==> config.mk <==
export PLATFORM = sky130hd
export DESIGN_NAME = imem_refill_responder
export DESIGN_NICKNAME = d
export VERILOG_FILES = /design/src/rtl/icache_pkg.sv /design/src/rtl/imem_array.sv /design/src/rtl/imem_refill_responder.sv
export SDC_FILE = /design/constraint.sdc
export NUM_CORES = 2
export LEC_CHECK = 0
export ABC_AREA = 1
export CORE_UTILIZATION = 55
export DETAILED_ROUTE_END_ITERATION = 7
export MAX_ROUTING_LAYER = met4
export PLACE_DENSITY = 0.73
export SKIP_CTS_REPAIR_TIMING = 1
export SLEW_MARGIN = 20
export SYNTH_ARGS = -nofsm -noshare
export SYNTH_HDL_FRONTEND = slang
export SYNTH_SLANG_ARGS = --single-unit
export TNS_END_PERCENT = 1
==> constraint.sdc <==
create_clock -name clk -period 6.8 [get_ports clk]
set_clock_uncertainty 0.1 [all_clocks]
set_input_delay 0.68 -clock clk [delete_from_list [all_inputs] [get_ports clk]]
set_output_delay 0.68 -clock clk [all_outputs]
set_load 0.005 [all_outputs]
==> src/rtl/icache_pkg.sv <==
// Shared definitions for the instruction-cache refill path: address geometry,
// the refill FSM encoding and the helpers that split a pc into line base and word offset.
package icache_pkg;

    localparam int WORD_BYTES = 4;
    localparam int PC_W       = 32;
    localparam int LINE_WORDS = 4;
    localparam int OFFSET_W   = $clog2(LINE_WORDS);
    localparam int MEM_DEPTH  = 64;
    localparam int INDEX_W    = $clog2(MEM_DEPTH);

    localparam logic [1:0] ST_IDLE  = 2'd0;
    localparam logic [1:0] ST_WAIT  = 2'd1;
    localparam logic [1:0] ST_BURST = 2'd2;

    typedef enum logic [1:0] {
        IDLE  = ST_IDLE,
        WAIT  = ST_WAIT,
        BURST = ST_BURST
    } state_e;

    // Word index of a byte address with the in-line offset bits cleared.
    function automatic logic [PC_W-1:0] line_base(input logic [PC_W-1:0] addr, input int off_w);
        logic [PC_W-1:0] idx;
        idx = addr >> $clog2(WORD_BYTES);
        return idx & ~((PC_W'(1) << off_w) - PC_W'(1));
    endfunction

    function automatic logic [PC_W-1:0] word_off(input logic [PC_W-1:0] addr, input int off_w);
        logic [PC_W-1:0] idx;
        idx = addr >> $clog2(WORD_BYTES);
        return idx & ((PC_W'(1) << off_w) - PC_W'(1));
    endfunction

endpackage

==> src/rtl/imem_array.sv <==
// Word-addressed backing store: one synchronous write port, one registered read port,
// read-before-write when both hit the same word on the same edge.
module imem_array #(
    parameter int DEPTH  = 64,
    parameter int DATA_W = 32
) (
    input  logic                     clk,
    input  logic                     rst,
    input  logic                     wr_en_i,
    input  logic [$clog2(DEPTH)-1:0] wr_addr_i,
    input  logic [DATA_W-1:0]        wr_data_i,
    input  logic                     rd_en_i,
    input  logic [$clog2(DEPTH)-1:0] rd_addr_i,
    output logic [DATA_W-1:0]        rd_data_o
);

    logic [DATA_W-1:0] mem_q [DEPTH];
    logic [DATA_W-1:0] rd_data_q;

    // NOTE: the array has no reset so it maps onto RAM and keeps its contents across rst.
    always_ff @(posedge clk) begin
        if (wr_en_i) begin
            mem_q[wr_addr_i] <= wr_data_i;
        end
    end

    always_ff @(posedge clk or posedge rst) begin
        if (rst) begin
            rd_data_q <= '0;
        end else if (rd_en_i) begin
            rd_data_q <= mem_q[rd_addr_i];
        end
    end

    assign rd_data_o = rd_data_q;

endmodule

==> src/rtl/imem_refill_responder.sv <==
// Memory side of the I-cache refill: accepts one miss, waits LATENCY cycles, then streams
// the line critical-word-first, wrapping within the line.
module imem_refill_responder
    import icache_pkg::*;
#(
    parameter int ADDR_W         = 32,
    parameter int DATA_W         = 32,
    parameter int WORDS_PER_LINE = 4,
    parameter int MEM_WORDS      = 64,
    parameter int LATENCY        = 6
) (
    input  logic                              clk,
    input  logic                              rst,
    input  logic                              req_valid,
    input  logic [ADDR_W-1:0]                 req_addr,
    output logic                              req_ready,
    output logic                              rsp_valid,
    output logic [DATA_W-1:0]                 rsp_data,
    output logic [$clog2(WORDS_PER_LINE)-1:0] rsp_word,
    output logic                              rsp_last,
    output logic                              rsp_err,
    output logic                              busy,
    input  logic                              ld_en,
    input  logic [$clog2(MEM_WORDS)-1:0]      ld_addr,
    input  logic [DATA_W-1:0]                 ld_data
);

    localparam int OFF_W = $clog2(WORDS_PER_LINE);
    localparam int IDX_W = $clog2(MEM_WORDS);
    localparam int CNT_W = (LATENCY > 1) ? $clog2(LATENCY) : 1;

    localparam logic [CNT_W-1:0] CNT_INIT  = CNT_W'(LATENCY - 1);
    localparam logic [OFF_W:0]   NUM_BEATS = (OFF_W + 1)'(WORDS_PER_LINE);
    localparam logic [OFF_W:0]   LAST_BEAT = (OFF_W + 1)'(WORDS_PER_LINE - 1);

    state_e             state_q;
    logic [CNT_W-1:0]   cnt_q;
    logic [OFF_W:0]     beat_q;
    logic [IDX_W-1:0]   line_q;
    logic [OFF_W-1:0]   start_q;
    logic               err_q;
    logic               req_ready_q;
    logic               busy_q;
    logic               rsp_valid_q;
    logic [OFF_W-1:0]   rsp_word_q;
    logic               rsp_last_q;
    logic               rsp_err_q;

    logic [PC_W-1:0]    pc_d;
    logic [IDX_W-1:0]   line_d;
    logic [OFF_W-1:0]   start_d;
    logic               err_d;
    logic               issue_d;
    logic [OFF_W-1:0]   rd_off_d;
    logic [IDX_W-1:0]   rd_addr_d;
    logic [DATA_W-1:0]  ram_rd_data;

    // NOTE: every always_comb output gets a default first so no path can infer a latch.
    always_comb begin
        pc_d      = PC_W'(req_addr);
        line_d    = IDX_W'(line_base(pc_d, OFF_W));
        start_d   = OFF_W'(word_off(pc_d, OFF_W));
        err_d     = (req_addr >> $clog2(WORD_BYTES)) >= ADDR_W'(MEM_WORDS);
        issue_d   = 1'b0;
        rd_off_d  = start_q + beat_q[OFF_W-1:0];
        rd_addr_d = line_q | IDX_W'(rd_off_d);
        if (state_q == WAIT && cnt_q == '0) begin
            issue_d = 1'b1;
        end else if (state_q == BURST && beat_q != NUM_BEATS) begin
            issue_d = 1'b1;
        end
    end

    // A beat is read from the array on the edge it is issued, so data and sideband
    // registers line up on the same cycle.
    imem_array #(
        .DEPTH  (MEM_WORDS),
        .DATA_W (DATA_W)
    ) u_array (
        .clk       (clk),
        .rst       (rst),
        .wr_en_i   (ld_en),
        .wr_addr_i (ld_addr),
        .wr_data_i (ld_data),
        .rd_en_i   (issue_d),
        .rd_addr_i (rd_addr_d),
        .rd_data_o (ram_rd_data)
    );

    // NOTE: sequential state uses non-blocking assignments only, so every register samples pre-edge values.
    always_ff @(posedge clk or posedge rst) begin
        if (rst) begin
            state_q     <= IDLE;
            cnt_q       <= '0;
            beat_q      <= '0;
            line_q      <= '0;
            start_q     <= '0;
            err_q       <= 1'b0;
            req_ready_q <= 1'b1;
            busy_q      <= 1'b0;
            rsp_valid_q <= 1'b0;
            rsp_word_q  <= '0;
            rsp_last_q  <= 1'b0;
            rsp_err_q   <= 1'b0;
        end else begin
            case (state_q)
                IDLE: begin
                    if (req_valid) begin
                        line_q      <= line_d;
                        start_q     <= start_d;
                        err_q       <= err_d;
                        cnt_q       <= CNT_INIT;
                        beat_q      <= '0;
                        req_ready_q <= 1'b0;
                        busy_q      <= 1'b1;
                        state_q     <= WAIT;
                    end
                end
                WAIT: begin
                    if (cnt_q == '0) begin
                        state_q <= BURST;
                    end else begin
                        cnt_q <= cnt_q - 1'b1;
                    end
                end
                BURST: begin
                    // All beats issued: this is the rsp_last cycle, re-arm on the next edge.
                    if (!issue_d) begin
                        state_q     <= IDLE;
                        req_ready_q <= 1'b1;
                        busy_q      <= 1'b0;
                        rsp_valid_q <= 1'b0;
                        rsp_word_q  <= '0;
                        rsp_last_q  <= 1'b0;
                        rsp_err_q   <= 1'b0;
                    end
                end
                default: state_q <= IDLE;
            endcase

            if (issue_d) begin
                beat_q      <= beat_q + 1'b1;
                rsp_valid_q <= 1'b1;
                rsp_word_q  <= rd_off_d;
                rsp_last_q  <= (beat_q == LAST_BEAT);
                rsp_err_q   <= err_q;
            end
        end
    end

    assign req_ready = req_ready_q;
    assign busy      = busy_q;
    assign rsp_valid = rsp_valid_q;
    assign rsp_word  = rsp_word_q;
    assign rsp_last  = rsp_last_q;
    assign rsp_err   = rsp_err_q;
    assign rsp_data  = (rsp_valid_q && !rsp_err_q) ? ram_rd_data : '0;

endmodule

==> impl_metrics.csv <==
group,metric,value,unit
sta,final-setup-viol-count,0,
pwr,leakagePower,33.9,nW
hold_path,hold_class,"in2reg",
detailed_routing,drt_wl_total,233,mm
clock_tree,cts_made_buffers,201,
floorplanning,num_io_pins,113,
critical_path,crit_top_cell,"nand2_1",
yosys,synth_top_family_by_area,"simple AND/OR/NAND/NOR gates",
sta,final_max_slew_viol_count,0,
global_route,grt_pass1_wl,344,mm
detailed_routing,route.detailed.drc,0,
yosys,yosys.area.top_type,"edfxtp_1",
detailed_routing,wire_per_inst,24.8,um
critical_path,cp.arrival,4.84,ns
floorplanning,die_w,400,um
sta,worst_slew_pin_slew,1.19,ns
floorplanning,die_h,400,um
critical_path,worst-path-buf-inv,3,
clock_tree,clock_latency,0.83,ns
final_layout,nets,7247,
final_layout,area_delta_synth_final,10.7,%
sta,min_period,4.18,ns
job,drv_cap,0,
clock_tree,path_clk_slew,0.06,ns
yosys,synthDistinctLibCells,32,
critical_path,timing.rr.start,"beat_q[1]$_DFFE_PP0P_",
critical_path,crit_required,7.45,ns
yosys,synth-main-ff-cell,"edfxtp_1",
detailed_routing,postRouteAntennaNets,0,
floorplanning,fp.dieArea,0.160,mm2
yosys,synthXorXnorAreaFrac,0,
status,status,"finished, final reports clean",
hold_path,min-delay-start,"ld_data[0]",
critical_path,slowest_delay,0.62,ns
global_route,grt_max_degree,166,
yosys,synth.most_common_cell,"edfxtp_1",
yosys,synth_mux_area_frac,0.0147,
hold_path,whs_endpoint,"u_array.mem_q[10][0]$_DFFE_PP_",
yosys,synth-compound-area-share,0.0517,
detailed_routing,vias,57700,
yosys,synth_warnings,0,
yosys,synthSimpleGateAreaFrac,0.178,
global_route,grt_pass1_vias,55400,
yosys,syn_avg_cell_area,12.1,um2
critical_path,crit_family,"simple AND/OR/NAND/NOR gates",
place,dp_hpwl,120,mm
yosys,synth-seq-cells,2102,
yosys,synth_area,0.0872,mm2
global_route,gr-usage-all-layers,0.298,
floorplanning,rows,145,
yosys,synthTopCellsByCount,"2048 x edfxtp_1, 1566 x nand2_1, 1259 x nand3_1",
critical_path,crit_fanout,50,
detailed_routing,viasPerCell,6.14,
critical_path,critPathLaunch,"beat_q[1]$_DFFE_PP0P_",
place,numPortBuffers,110,
critical_path,path_class,"reg2reg",
yosys,ys_async_sr_fraction,0.0257,
sta,hold_violations,0,
detailed_routing,dr.pass1.iters,6,
yosys,syn_nets,7266,
clock_tree,cts_tree,"built",
sta,period_share,0.615,
final_layout,utilization,0.616,
floorplanning,initial_core_util,0.556,
hold_path,holdPathStages,1,
pwr,power_density,449,mW/mm2
global_route,grt-ovfl-total,0,
critical_path,worstSetupStartpointType,"flop",
clock_tree,cts.path.max_buffers,3,
clock_tree,root_buffer,"clkbuf_16",
place,gp_congestion,0.868,
final_layout,drive_above_1_share,0.0719,
critical_path,ff2ff_setup_slack,2.62,ns
sta,fin_setup_tns,0,ns
critical_path,crit_slowest_cell,"inv_2",
clock_tree,cts_max_level,4,
clock_tree,cts_sinks,2102,
global_route,antenna_found_initial,10,
critical_path,worstPathCellList,"inv_2 -> nand2_1 -> nand2_1 -> nand2_8 -> nand2_4 -> inv_2 -> buf_4 -> nand2_1 -> a21oi_1 -> nand2_1 -> nand3_1 -> nand3_1 -> nand2_1",
pwr,vdd_ir_drop_max,0.513,mV
critical_path,reg2reg_depth,13,
yosys,yosysTopAreaCellShare,0.706,
critical_path,end_kind,"flop",
sta,rsz0062_at_grt,"no",
floorplanning,core_area,0.157,mm2
critical_path,r2r-end,"u_array.rd_data_o[8]$_DFFE_PP0P_",
sta,max_slew_margin,0.202,
yosys,synth-edff-count,2048,
yosys,synthCells,7186,
sta,clock.fmax,239,MHz
yosys,synth_area_leaders,"edfxtp_1 71%, nand3_1 7.2%, nand2_1 6.7%",
yosys,synthAdderAreaFrac,0.000861,
detailed_routing,drtIter0Drc,7451,
yosys,synth_seq_area_share,0.721,
## report_power, final
part / total (mW) / internal (mW) / switching [mW]
clock: 10.5 / 5.79 / 4.69
sequential: 14.7 / 14.4 / 0.235
combinational: 18.2 / 5.38 / 12.8
total: 43.3 / 25.6 / 17.7
## how the worst max path moves through the flow
| stage | endpoint | cells past startpoint | slack [ns] |
|---|---|---|---|
| final | u_array.rd_data_o[8]$_DFFE_PP0P_ | 13 | 2.62 |
| after global routing | u_array.rd_data_o[13]$_DFFE_PP0P_ | 13 | 2.43 |
| after CTS | u_array.rd_data_o[6]$_DFFE_PP0P_ | 13 | 2.77 |
| after detailed placement | u_array.mem_q[2][15]$_DFFE_PP_ | 5 | 2.44 |
| after global placement | u_array.mem_q[2][12]$_DFFE_PP_ | 5 | 2.52 |
| after floorplan | u_array.mem_q[48][0]$_DFFE_PP_ | 3 | 1.89 |
## kinds of logic (layout without fill, tap and decap cells)
group / Yosys count / after routing
muxes: 128 / 128
adders and majority gates: 6 / 6
other: 0 / 5
DFF: 2102 / 2102
AOI/OAI and AO/OA: 721 / 721
and+or+nand+nor: 3588 / 3588
buffers and inverters: 641 / 787
## layout by cell type, fill, tap and decap left out, types with 9 or more instances in the layout
cell	n
a21boi_0	221
a21boi_1	131
a21oi_1	98
and2_1	93
buf_12	20
buf_2	22
buf_4	140
clkbuf_1	60
clkbuf_16	210
clkbuf_8	9
clkdlybuf4s50_1	78
clkinv_1	50
clkinv_2	30
dfrtp_1	50
edfxtp_1	2048
inv_1	147
mux2i_1	128
nand2_1	1565
nand3_1	1259
nand4_1	42
nor2_1	519
nor2_4	56
o21ai_0	128
o21ai_1	138
or2_0	32
## state kept, by name, summed over array words and instances (netlist names)
| signal | count |
|---|---|
| u_array.rd_data_o | 32 |
| state_q | 2 |
| err_q | 1 |
| cnt_q | 3 |
| req_ready | 1 |
| rsp_word | 2 |
| rsp_err | 1 |
| u_array.mem_q | 2048 |
| busy | 1 |
| rsp_valid | 1 |
| line_q | 4 |
| beat_q | 3 |
| start_q | 2 |
| rsp_last | 1 |
## final cells by class
type                       count  area, um2
multi-input combinational   4443      21900
antenna                        5       12.5
clock inverter                89        478
inverter                     155        604
sequential                  2102      62900
tap                         2058       2570
timing repair buffer         264       2450
clock buffer                 279       5600
fill                       11700      60300
## metal layers
| metal | share of wire | vias up | routed length (um) | track usage |
|---|---|---|---|---|
| li1 | - | 25500 | - | - |
| met1 | 0.38 | 28100 | 89400 | 0.409 |
| met2 | 0.47 | 3595 | 109000 | 0.456 |
| met3 | 0.12 | 467 | 28100 | 0.0552 |
| met4 | 0.027 | 0 | 6330 | 0.0915 |
| met5 | 0 | - | 0 | - |
## metrics by stage
step	instance area [um2]	hold slack (ns)	power [mW]	setup slack, ns	cells
2_1_floorplan	87200	0.340	27.6	1.89	7186
3_3_place_gp	90200	0.351	32.3	2.52	9017
5_1_grt	96500	0.274	45.5	2.43	9395
4_1_cts	96400	0.226	43.1	2.77	9389
3_5_place_dp	90300	0.364	32.7	2.44	9021
6_report	96500	0.280	43.3	2.62	9395
(Power assumes the default switching activity.)
